### config.mk
export PLATFORM = sky130hd
export DESIGN_NAME = rsa_byte_seq_flat
export DESIGN_NICKNAME = d
export VERILOG_FILES = /design/src/rtl/rsa_pkg.sv /design/src/rtl/rsa_byte_seq_if.sv /design/src/rtl/rsa_seq_timeout.sv /design/src/rtl/rsa_byte_seq.sv /design/src/flat_wrapper.sv
export SDC_FILE = /design/constraint.sdc
export NUM_CORES = 1
export LEC_CHECK = 0
export BUFFER_PORTS_ARGS = -buffer_cell sky130_fd_sc_hd__buf_2
export CAP_MARGIN = 20
export CORE_MARGIN = 1.5
export CORE_UTILIZATION = 45
export DETAILED_ROUTE_END_ITERATION = 6
export PLACE_DENSITY = 0.81
export SLEW_MARGIN = 20
export SYNTH_ARGS = -nofsm -noshare
export SYNTH_HDL_FRONTEND = slang
export SYNTH_HIERARCHICAL = 1
export SYNTH_SLANG_ARGS = --single-unit
### constraint.sdc
create_clock -name clk -period 3.15 [get_ports clk]
set_input_delay 0.1575 -clock clk [delete_from_list [all_inputs] [get_ports clk]]
set_output_delay 0.1575 -clock clk [all_outputs]
set_load 0.05 [all_outputs]
### src/rtl/rsa_pkg.sv
// rsa_pkg: register selects, FSM encoding and load helpers
// shared by the RSA byte sequencer and its bus interface.
package rsa_pkg;

    localparam int unsigned NBYTES_DEF = 32;
    localparam int unsigned AW         = 5;

    localparam logic [1:0] RSEL_RES  = 2'd0;
    localparam logic [1:0] RSEL_BASE = 2'd1;
    localparam logic [1:0] RSEL_EXP  = 2'd2;
    localparam logic [1:0] RSEL_MOD  = 2'd3;

    typedef enum logic [3:0] {
        IDLE,
        LOAD_N,
        LOAD_M,
        LOAD_E,
        START,
        WAIT_BUSY,
        WAIT_DONE,
        RD_REQ,
        RD_CAP,
        SEND
    } state_t;

    function automatic logic [1:0] load_sel(input state_t s);
        logic [1:0] r;
        unique case (1'b1)
            (s == LOAD_M): r = RSEL_BASE;
            (s == LOAD_E): r = RSEL_EXP;
            default:       r = RSEL_MOD;
        endcase
        return r;
    endfunction

    function automatic state_t load_next(input state_t s);
        state_t r;
        unique case (1'b1)
            (s == LOAD_M): r = LOAD_E;
            (s == LOAD_E): r = START;
            default:       r = LOAD_M;
        endcase
        return r;
    endfunction

endpackage

### src/rtl/rsa_byte_seq_if.sv
// rsa_byte_seq_if: host byte streams plus the RSA core register bus.
// master is the sequencer side, slave is the host/core side.
interface rsa_byte_seq_if;
    import rsa_pkg::*;

    logic          in_valid;
    logic [7:0]    in_data;
    logic          in_ready;
    logic          out_valid;
    logic [7:0]    out_data;
    logic          out_ready;
    logic          core_we_n;
    logic          core_oe_n;
    logic [1:0]    core_reg_sel;
    logic [AW-1:0] core_addr;
    logic [7:0]    core_wdata;
    logic [7:0]    core_rdata;
    logic          core_start_n;
    logic          core_ready;

    modport master (
        input  in_valid, in_data, out_ready,
        input  core_rdata, core_ready,
        output in_ready, out_valid, out_data,
        output core_we_n, core_oe_n, core_reg_sel,
        output core_addr, core_wdata, core_start_n
    );

    modport slave (
        output in_valid, in_data, out_ready,
        output core_rdata, core_ready,
        input  in_ready, out_valid, out_data,
        input  core_we_n, core_oe_n, core_reg_sel,
        input  core_addr, core_wdata, core_start_n
    );

endinterface

### src/rtl/rsa_seq_timeout.sv
// rsa_seq_timeout: cycle counter with clear/enable that flags
// the LIMIT-th enabled cycle since the last clear.
module rsa_seq_timeout #(
    parameter int unsigned LIMIT = 1048576
) (
    input  logic clk,
    input  logic reset,
    input  logic clr,
    input  logic en,
    output logic expire
);
    localparam int unsigned TW = $clog2(LIMIT + 1);

    logic [TW-1:0] cnt;

    always_ff @(posedge clk or negedge reset) begin
        if (!reset) begin
            cnt <= '0;
        end else if (clr) begin
            cnt <= '0;
        end else if (en) begin
            cnt <= cnt + 1'b1;
        end
    end

    assign expire = en && (cnt == TW'(LIMIT - 1));

endmodule

### src/rtl/rsa_byte_seq.sv
// rsa_byte_seq: loads modulus/base/exponent bytes into an RSA core, starts it,
// then streams the result back. RSA_SEQ_TIMEOUT_EN bounds the core wait.
module rsa_byte_seq
    import rsa_pkg::*;
#(
    parameter int unsigned NBYTES      = NBYTES_DEF,
    parameter int unsigned TIMEOUT_CYC = 1048576
) (
    input  logic           clk,
    input  logic           reset,
    rsa_byte_seq_if.master bus,
    output logic           busy,
    output logic           err
);
    localparam logic [AW-1:0] LAST = AW'(NBYTES - 1);

    state_t        state;
    state_t        state_n;
    logic [AW-1:0] count;
    logic [AW-1:0] count_n;
    logic [7:0]    rd_q;
    logic [1:0]    sel;
    logic          in_rdy;
    logic          acc;
    logic          oe_n;
    logic          start_n;
    logic          tmo;

    assign in_rdy = state inside {IDLE, LOAD_N, LOAD_M, LOAD_E};
    // no write strobe may leak to the core while reset is held
    assign acc    = in_rdy && bus.in_valid && reset;

    always_ff @(posedge clk or negedge reset) begin
        if (!reset) begin
            state <= IDLE;
            count <= '0;
            rd_q  <= '0;
        end else begin
            state <= state_n;
            count <= count_n;
            if (state == RD_CAP) begin
                rd_q <= bus.core_rdata;
            end
        end
    end

    always_comb begin
        state_n = state;
        count_n = count;
        sel     = RSEL_RES;
        oe_n    = 1'b1;
        start_n = 1'b1;
        unique case (state)
            IDLE: begin
                if (acc) begin
                    sel     = RSEL_MOD;
                    count_n = AW'(1);
                    state_n = LOAD_N;
                end
            end
            LOAD_N, LOAD_M, LOAD_E: begin
                sel = load_sel(state);
                if (acc) begin
                    count_n = count + 1'b1;
                    if (count == LAST) begin
                        count_n = '0;
                        state_n = load_next(state);
                    end
                end
            end
            START: begin
                start_n = 1'b0;
                state_n = WAIT_BUSY;
            end
            WAIT_BUSY: begin
                if (!bus.core_ready) begin
                    state_n = WAIT_DONE;
                end
            end
            WAIT_DONE: begin
                if (bus.core_ready) begin
                    state_n = RD_REQ;
                end
            end
            RD_REQ: begin
                oe_n    = 1'b0;
                state_n = RD_CAP;
            end
            RD_CAP: begin
                state_n = SEND;
            end
            SEND: begin
                if (bus.out_ready) begin
                    count_n = count + 1'b1;
                    state_n = RD_REQ;
                    if (count == LAST) begin
                        count_n = '0;
                        state_n = IDLE;
                    end
                end
            end
            default: begin
                count_n = '0;
                state_n = IDLE;
            end
        endcase
        if (tmo) begin
            count_n = '0;
            state_n = IDLE;
        end
    end

    assign bus.in_ready     = in_rdy;
    assign bus.out_valid    = (state == SEND);
    assign bus.out_data     = rd_q;
    assign bus.core_we_n    = !acc;
    assign bus.core_oe_n    = oe_n;
    assign bus.core_start_n = start_n;
    assign bus.core_reg_sel = sel;
    assign bus.core_addr    = count;
    assign bus.core_wdata   = acc ? bus.in_data : 8'h00;
    assign busy             = (state != IDLE);

`ifdef RSA_SEQ_TIMEOUT_EN
    logic waiting;
    logic err_q;

    assign waiting = state inside {WAIT_BUSY, WAIT_DONE};

    rsa_seq_timeout #(
        .LIMIT (TIMEOUT_CYC)
    ) u_tmo (
        .clk    (clk),
        .reset  (reset),
        .clr    (!waiting),
        .en     (waiting),
        .expire (tmo)
    );

    // sticky until the host starts a fresh operation
    always_ff @(posedge clk or negedge reset) begin
        if (!reset) begin
            err_q <= 1'b0;
        end else if (tmo) begin
            err_q <= 1'b1;
        end else if (state == IDLE && acc) begin
            err_q <= 1'b0;
        end
    end

    assign err = err_q;
`else
    logic unused_tmo_cfg;

    assign tmo            = 1'b0;
    assign err            = 1'b0;
    assign unused_tmo_cfg = ^TIMEOUT_CYC;
`endif

endmodule
### src/flat_wrapper.sv
// flat-port wrapper written by rule: the top's interface ports become plain ports
module rsa_byte_seq_flat import rsa_pkg::*;
#(
    parameter int unsigned NBYTES      = NBYTES_DEF,
    parameter int unsigned TIMEOUT_CYC = 1048576
)
  (clk, reset, busy, err, bus_in_valid, bus_in_data, bus_out_ready, bus_core_rdata, bus_core_ready, bus_in_ready, bus_out_valid, bus_out_data, bus_core_we_n, bus_core_oe_n, bus_core_reg_sel, bus_core_addr, bus_core_wdata, bus_core_start_n);
  rsa_byte_seq_if bus_i ();
  input  logic clk;
  input  logic reset;
  output logic busy;
  output logic err;
  input wire logic [$bits(bus_i.in_valid)-1:0] bus_in_valid;
  input wire logic [$bits(bus_i.in_data)-1:0] bus_in_data;
  input wire logic [$bits(bus_i.out_ready)-1:0] bus_out_ready;
  input wire logic [$bits(bus_i.core_rdata)-1:0] bus_core_rdata;
  input wire logic [$bits(bus_i.core_ready)-1:0] bus_core_ready;
  output wire logic [$bits(bus_i.in_ready)-1:0] bus_in_ready;
  output wire logic [$bits(bus_i.out_valid)-1:0] bus_out_valid;
  output wire logic [$bits(bus_i.out_data)-1:0] bus_out_data;
  output wire logic [$bits(bus_i.core_we_n)-1:0] bus_core_we_n;
  output wire logic [$bits(bus_i.core_oe_n)-1:0] bus_core_oe_n;
  output wire logic [$bits(bus_i.core_reg_sel)-1:0] bus_core_reg_sel;
  output wire logic [$bits(bus_i.core_addr)-1:0] bus_core_addr;
  output wire logic [$bits(bus_i.core_wdata)-1:0] bus_core_wdata;
  output wire logic [$bits(bus_i.core_start_n)-1:0] bus_core_start_n;
  assign bus_i.in_valid = bus_in_valid;
  assign bus_i.in_data = bus_in_data;
  assign bus_i.out_ready = bus_out_ready;
  assign bus_i.core_rdata = bus_core_rdata;
  assign bus_i.core_ready = bus_core_ready;
  assign bus_in_ready = bus_i.in_ready;
  assign bus_out_valid = bus_i.out_valid;
  assign bus_out_data = bus_i.out_data;
  assign bus_core_we_n = bus_i.core_we_n;
  assign bus_core_oe_n = bus_i.core_oe_n;
  assign bus_core_reg_sel = bus_i.core_reg_sel;
  assign bus_core_addr = bus_i.core_addr;
  assign bus_core_wdata = bus_i.core_wdata;
  assign bus_core_start_n = bus_i.core_start_n;
  rsa_byte_seq #(.NBYTES(NBYTES), .TIMEOUT_CYC(TIMEOUT_CYC)) u_core (.clk(clk), .reset(reset), .bus(bus_i), .busy(busy), .err(err));
endmodule
# --- After elaboration in Yosys (flattened, before gate mapping) ---
# Index checks and enable logic that the tools add are counted.
word_totals:
  register_bits: 17
  in_bits: 21
  out_inout_bits: 30
  word_cells: 51
op_classes:
  n_reduce_logical: 10
  add_sub_neg: 1
  eq_ne: 16
  bitwise_logic: 1
  n_mux: 20
ops:
  columns: ["op", "n"]
  rows:
  - ["4-bit one-hot mux with 8 select lines", 1]
  - ["4-bit 2-to-1 mux", 6]
  - ["5-bit 2-to-1 mux", 4]
  - ["5-bit one-hot mux with 4 select lines", 1]
  - ["4-bit by 3-bit equality test with 1-bit output, second input constant", 4]
  - ["4-bit by 2-bit equality test with 1-bit output, second input constant", 2]
  - ["4-bit equality test, second input constant", 2]
  - ["8-bit 2-to-1 mux", 1]
  - ["2-bit one-hot mux with 2 select lines", 2]
  - ["4-bit nonzero test", 2]
  - ["2-bit by 1-bit != test with 1-bit output, second input constant", 3]
  - ["2-bit != test, second input constant", 3]
  - ["3-bit one-hot mux with 2 select lines", 1]
  - ["6-bit AND reduction", 1]
  - ["5-bit by 1-bit adder with 5-bit output, second input constant", 1]
  - ["5-bit equality test, second input constant", 1]
  - ["5-bit OR reduction", 1]
  - ["4-bit by 1-bit equality test with 1-bit output, second input constant", 1]
  - ["4-bit zero test", 1]
  - ["4-bit AND reduction", 1]
  - ["3-bit 2-to-1 mux", 1]
  - ["3-bit OR reduction", 1]
  - ["1-bit logical AND", 2]
  - ["1-bit 2-to-1 mux", 2]
  - ["other kinds (3)", 3]

# --- Depth between registers and ports, before layout ---
# Gate-level depths: netlist of run 1.
depth:
  ltp_word: 6
  mapped_depth: 7

# --- Least setup slack after synthesis of run 1 ---
# Ideal clock, no wire load.
synth_path:
  path_type: "register -> output"
  startpoint: "register u_core.state[3]"
  endpoint: "output bus_core_reg_sel[0]"
  setup_slack_ps: 754
  path_buffers: 1
  arrival_time_ps: 2238
  path_stages_with_launch: 5
  cell_sequence: "dfrtp_1 buf_2 nor2_1 nand2_1 a21oi_1"
synth_between:
  elab_chain_len: 6
  word_cells_on_any_way: 11
synth_rtl:
  columns: ["element", "line_no", "text"]
  rows:
  - ["start: declaration", "rsa_byte_seq.sv:17", "state_t state;"]
  - ["start signal: assignment", "rsa_byte_seq.sv:39", "state <= state_n;"]
  - ["4-bit by 1-bit equality test with 1-bit output, or another cell as far along", "rsa_byte_seq.sv:29", "assign in_rdy = state inside {IDLE, LOAD_N, LOAD_M, LOAD_E};"]
  - ["4-bit nonzero test (*)", "rsa_byte_seq.sv:29", null]
  - ["via bus_in_ready", "flat_wrapper.sv:18", "output wire logic [$bits(bus_i.in_ready)-1:0] bus_in_ready;"]
  - ["1-bit logical AND (*) (2 in a row)", "rsa_byte_seq.sv:31", "assign acc = in_rdy && bus.in_valid && reset;"]
  - ["2-bit 2-to-1 mux (*)", "rsa_byte_seq.sv:55", "if (acc) begin"]
  - ["2-bit one-hot mux with 2 select lines (*)", "rsa_byte_seq.sv:53", "unique case (state)"]
  - ["end: declaration", "flat_wrapper.sv:23", "output wire logic [$bits(bus_i.core_reg_sel)-1:0] bus_core_reg_sel;"]
# The timed path passes the listed nets; every way through them passes the cells marked *.

# --- Worst setup path after layout of run 1 ---
layout_path:
  startpoint: "input reset"
  endpoint: "output bus_core_wdata[6]"
layout_between:
  elab_chain_len: 2
layout_rtl:
  columns: ["element", "line_no", "text"]
  rows:
  - ["start: declaration", "flat_wrapper.sv:10", "input logic reset;"]
  - ["1-bit logical AND", "rsa_byte_seq.sv:31", null]
  - ["8-bit 2-to-1 mux", "rsa_byte_seq.sv:121", "assign bus.core_wdata = acc ? bus.in_data : 8'h00;"]
  - ["end: declaration", "flat_wrapper.sv:25", "output wire logic [$bits(bus_i.core_wdata)-1:0] bus_core_wdata;"]
# No other way between the ends.

==> impl_metrics.tcl, run 1 <==
set metrics [dict create \
    post_cts_buffers 0 \
    drt_pass1_iterations 4 \
    cap_violations 0 \
    p_sw_share_pct 57.6 \
    tritoncts "built" \
    post_cts_resized 0 \
    hold_viol_final 0 \
    yosys_most_used_dff "dfrtp_1" \
    crit_type "input pin to primary output" \
    port_buffers 49 \
    gp_congestion 0.877 \
    die_y_um 51.8 \
    drc 0 \
    syn_nets 132 \
    cts-htree-levels 1 \
    numCtsBuffers 3 \
    finalCriticalPeriod_ns 2.38 \
    drive_gt1_share_pct 44.2 \
    grt-ovfl-total 0 \
    grt_setup_unrepaired "false" \
    clk_pin_slew_ns 0.10 \
    cp.arrival_ns 2.22 \
    post-route-period-util_pct 75.5 \
    worst_slew_pin_slew_ns 0.634 \
    final_common_cell "buf_2" \
    syn_avg_cell_area_um2 9.93 \
    final-setup-viol-count 0 \
    internal_power_mw 0.608 \
    status "finished clean" \
    relSlewSlack_pct 57.4 \
    synth-seq-cells 17 \
    hold_path_class "input pin to register" \
    vias 1004 \
    grt_pass1_vias 970 \
    cp_common_cell "buf_2" \
    syn_to_final_growth_pct 25.4 \
    yosys.area.top_type "dfrtp_1" \
    hpwl_mm 1.83 \
    p_leak_nw 0.657 \
    synth.distinct_cells 39 \
    cts_root_buf "clkbuf_4" \
    nNetsFinal 181 \
    yosysWarningCount 6 \
    end_kind "primary output" \
    slowest_delay_ns 0.53 \
    pwr-share-clk_pct 8.3 \
    cp_slowest_cell "dlygate4sd3_1" \
    place_ws_ns 1.01 \
    tns_ns 0 \
    synth_edf_count 0 \
    cts_buffer_depth 2 \
    io_pins 51 \
    yosys.area.top_type_share_pct 39.7 \
    drv_slew 0 \
    drtIter0Drc 24 \
    seqPwrFrac_pct 30.0 \
    drtAntennaViolNets 0 \
    grt_max_degree 21 \
    max_freq_mhz 421 \
    core_area_um2 2230 \
    cp_max_fo 20 \
    final_cell_mix "49 x buf_2, 17 x dfrtp_1, 12 x nand2_1, 9 x mux2_2" \
    viasPerCell 5.46 \
    rows 17 \
    setup_ws_ns 0.773 \
    fin_skew_ns 0.00403 \
    power_per_cell_area_nw_per_um2 1070 \
    p_switching_mw 0.825 \
    antenna_cells 0 \
    die_x_um 51.8 \
    groute.usage.overall_pct 19.4 \
    wl_per_cell_um 13.0 \
    grt_pass1_wl_mm 4.00 \
    wl_mm 2.39 \
    cts_sinks 17 \
    cp.required_ns 2.99 \
    crit_chain "dlygate4sd3_1 > buf_2 > nand2_1 > nor3_1 > and2_1 > buf_2" \
    async_flop_share_pct 100 \
    synth_area_leaders "dfrtp_1 40%, mux2_2 9.5%, and2_1 4.7%" \
    startpoint_type "input pin" \
    synthCells 108 \
    clk_latency_ns 0.29 \
    p_comb_share_pct 61.7 \
    die_area_um2 2680 \
    initial_utilization_pct 48.0 \
    synth_seq_area_share_pct 39.7 \
    syn_area_um2 1070 \
    irDropWorstVdd_uv 856 \
    antenna_found_initial 0 \
]
-- power by group through the flow --
stage | registers (mW) | clock network, mW | logic, mW
after global routing | 0.444 | 0.135 | 0.939
after detailed placement | 0.431 | 0 | 0.885
after floorplan | 0.653 | 0 | 0.494
after global placement | 0.422 | 0 | 0.863
after CTS | 0.428 | 0.123 | 0.888
final | 0.430 | 0.118 | 0.885
-- timing repair --
item | in CTS | in global routing
hold buffers | 1 | 0
endpoints found under the setup margin | 0 | 0
endpoints found under the hold margin | 17 | 0
-- layout make-up --
type | instances | area, um2
fill | 193 | 888
multi-input combinational | 83 | 592
sequential | 17 | 425
timing repair buffer | 50 | 255
tap | 28 | 35.0
clock buffer | 3 | 22.5
clock inverter | 1 | 7.51
inverter | 2 | 7.51
-- kinds of logic (layout without fill, tap and decap cells) --
logic type	count (synthesis)	in the layout	share of synthesized area, %
DFF	17	17	39.7
AOI/OAI and AO/OA	23	23	16.5
xor gates and xnor gates	1	1	0.817
other	1	1	0.350
and+or+nand+nor	44	44	22.6
adders and majority gates	3	3	3.50
muxes	11	11	11.4
buffers and inverters	8	56	5.13
-- registers in the layout, indices dropped and copies added, names as in the netlist --
register,flops
u_core/bus.core_addr,5
u_core/bus.out_data,8
u_core/state,4
-- final timing paths --
check                                        start                      end  slack (ns)  depth (start not counted)
setup / recovery                             reset        bus_core_wdata[6]        0.77                          6
hold / removal                   bus_core_rdata[5]   u_core/bus.out_data[5]        0.09                          2
setup reg to reg           u_core/bus.core_addr[0]          u_core/state[0]        1.00                          7
hold reg to reg             u_core/bus.out_data[4]   u_core/bus.out_data[4]        0.51                          1
max in group asynchronous                    reset  u_core/bus.core_addr[4]        2.51                          2
min in group asynchronous                    reset          u_core/state[2]        0.34                          2
-- through the flow --
stage | area, um2 | instances | power, mW | hold WS (ns) | util [%]
floorplan | 1070 | 108 | 1.15 | -0.138 | -
global placement | 1310 | 179 | 1.29 | 0.113 | 58.4
global route | 1350 | 184 | 1.52 | 0.0733 | 60.2
detailed placement | 1310 | 179 | 1.32 | 0.117 | 58.4
finish | 1350 | 184 | 1.43 | 0.0912 | 60.2
CTS | 1350 | 184 | 1.44 | 0.0822 | 60.2
-- synthesized netlist by cell type (2+ instances only) --
| master | number |
|---|---|
| inv_1 | 2 |
| mux2_2 | 9 |
| nand2b_1 | 3 |
| buf_4 | 2 |
| nor3_1 | 3 |
| buf_2 | 2 |
| and2_1 | 8 |
| nor2_1 | 8 |
| a21oi_1 | 4 |
| nand3_1 | 2 |
| dfrtp_1 | 17 |
| o21ai_0 | 5 |
| buf_6 | 2 |
| o21a_1 | 2 |
| nand2_1 | 12 |
| a211oi_1 | 2 |
| ha_1 | 3 |
-- routing by layer --
layer  track usage [%]  share of wire (%)  vias to the layer above
met3              3.16                8.4                        2
li1                  -                  -                      478
met4              7.46               0.50                        0
met1              22.8                 40                      476
met5                 0                  0                        -
met2              35.3                 51                       48
-- worst max-delay path, delay by kind of cell --
family,cells,cell delay (ns)
buf+inv,3,1.17
simple gates,3,0.89
Power figures use the tool's default switching activity.
==> run 2: changes to the inputs <==
Clock period 3.15 ns to 2.3 ns, I/O delays scaled along.
==> impl_metrics.tcl, run 2 (synthesis results as in run 1) <==
set metrics [dict create \
    status "finished clean" \
    tritoncts "built" \
    p_leak_nw 0.668 \
    grt_pass1_vias 852 \
    syn_to_final_growth_pct 26.8 \
    die_area_um2 2680 \
    io_pins 51 \
    nNetsFinal 183 \
    antenna_cells 0 \
    fin_skew_ns 0.00587 \
    worst_slew_pin_slew_ns 0.645 \
    fin_util_pct 60.9 \
    cp_max_fo 5 \
    cp.arrival_ns 2.26 \
    post_cts_resized 0 \
    die_y_um 51.8 \
    layout.cells.non_filler 186 \
    drive_gt1_share_pct 44.9 \
    cts_buffer_depth 2 \
    placed_area_um2 1320 \
    core_area_um2 2230 \
    post-route-period-util_pct 91.1 \
    gp_congestion 0.844 \
    hold_path_class "input pin to register" \
    hold_viol_final 0 \
    cts_sinks 17 \
    port_buffers 49 \
    final_common_cell "buf_2" \
    worstHoldStart "bus_core_rdata[6]" \
    timing.rr.start "u_core/bus.core_addr[0]" \
    tns_ns 0 \
    met1_length_um 907 \
    groute.usage.overall_pct 18.8 \
    initial_utilization_pct 48.0 \
    numPlacedInstances 181 \
    p_total_mw 1.96 \
    antenna_found_initial 0 \
    setup_ws_ns 0.205 \
    wl_mm 2.28 \
    crit_type "register to register" \
    rrSetupSlack_ns 0.21 \
    drtAntennaViolNets 0 \
    clk_pin_slew_ns 0.09 \
    place_ws_ns 0.181 \
    cp.required_ns 2.46 \
    post_cts_buffers 0 \
    clk_latency_ns 0.28 \
    relSlewSlack_pct 56.7 \
    final-setup-viol-count 0 \
    drt_pass1_iterations 4 \
    wl_met2_mm 1.19 \
    cts-htree-levels 1 \
    finalCriticalPeriod_ns 2.09 \
    rows 17 \
    cap_violations 0 \
    startpoint_type "register" \
    vias 1018 \
    grt_setup_unrepaired "false" \
    die_x_um 51.8 \
    wl_per_cell_um 12.3 \
    hpwl_mm 1.79 \
    drv_slew 0 \
    grt_max_degree 20 \
    power_per_cell_area_nw_per_um2 1440 \
    fin_area_um2 1360 \
    critPathLaunch "u_core/bus.core_addr[0]" \
    drtIter0Drc 28 \
    end_kind "register" \
    grt_pass1_wl_mm 3.76 \
    grt-ovfl-total 0 \
    viasPerCell 5.47 \
    numCtsBuffers 3 \
    max_freq_mhz 477 \
    highest_layer "met4" \
    drc 0 \
    irDropWorstVdd_uv 938 \
    largest_register_ffs 8 \
    cts_root_buf "clkbuf_4" \
    hold_ws_ns 0.0627 \
    final_cell_mix "49 x buf_2, 17 x dfrtp_1, 12 x nand2_1, 9 x mux2_2" \
    dr_wl_met3_um 168 \
]
==> run 2: changes by cell type in the layout (fill, tap and decap cells not counted), sizes merged <==
cell      delta
clkbuf       +1
clkinvlp     -1
buf          +2
==> run 2: worst paths after layout <==
path                                                end  cells past startpoint
worst max register to register          u_core/state[0]                      7
min in group asynchronous       u_core/bus.core_addr[2]                      3
max in group asynchronous        u_core/bus.out_data[3]                      3
worst min register to register   u_core/bus.out_data[3]                      1
worst max-delay path                    u_core/state[0]                      7
worst min-delay path             u_core/bus.out_data[6]                      2
==> run 2: final cells by class <==
cell class	instances	area [um2]
multi-input cells	83	596
well taps	28	35.0
inverters	2	7.51
clock buffers	4	26.3
fillers	201	873
repair buffers	52	270
flip-flops and latches	17	425
==> run 2: per-layer routing <==
layer  GRT usage (%)  vias up
li1                -      483
met1            23.9      487
met2            32.7       46
met3            1.72        2
met4            7.89        0
met5               0        -
==> run 2: report_power, final <==
group | total (mW) | switching [mW] | internal, mW
sequential | 0.553 | 0.127 | 0.427
combinational | 1.26 | 0.899 | 0.356
clock | 0.148 | 0.0811 | 0.0672
total | 1.96 | 1.11 | 0.850
==> run 2: critical path, stage by stage, from the launching register on <==
cell	delay (ns)
dfrtp_1	0.42
ha_1	0.24
and3_1	0.21
ha_1	0.22
o21bai_1	0.17
a311oi_2	0.28
a211oi_1	0.11
mux2_1	0.32
==> run 2: repair_timing <==
action	4_1_cts	5_1_grt
setup endpoints to repair	0	1
hold buffers	1	0
hold endpoints to repair	17	0
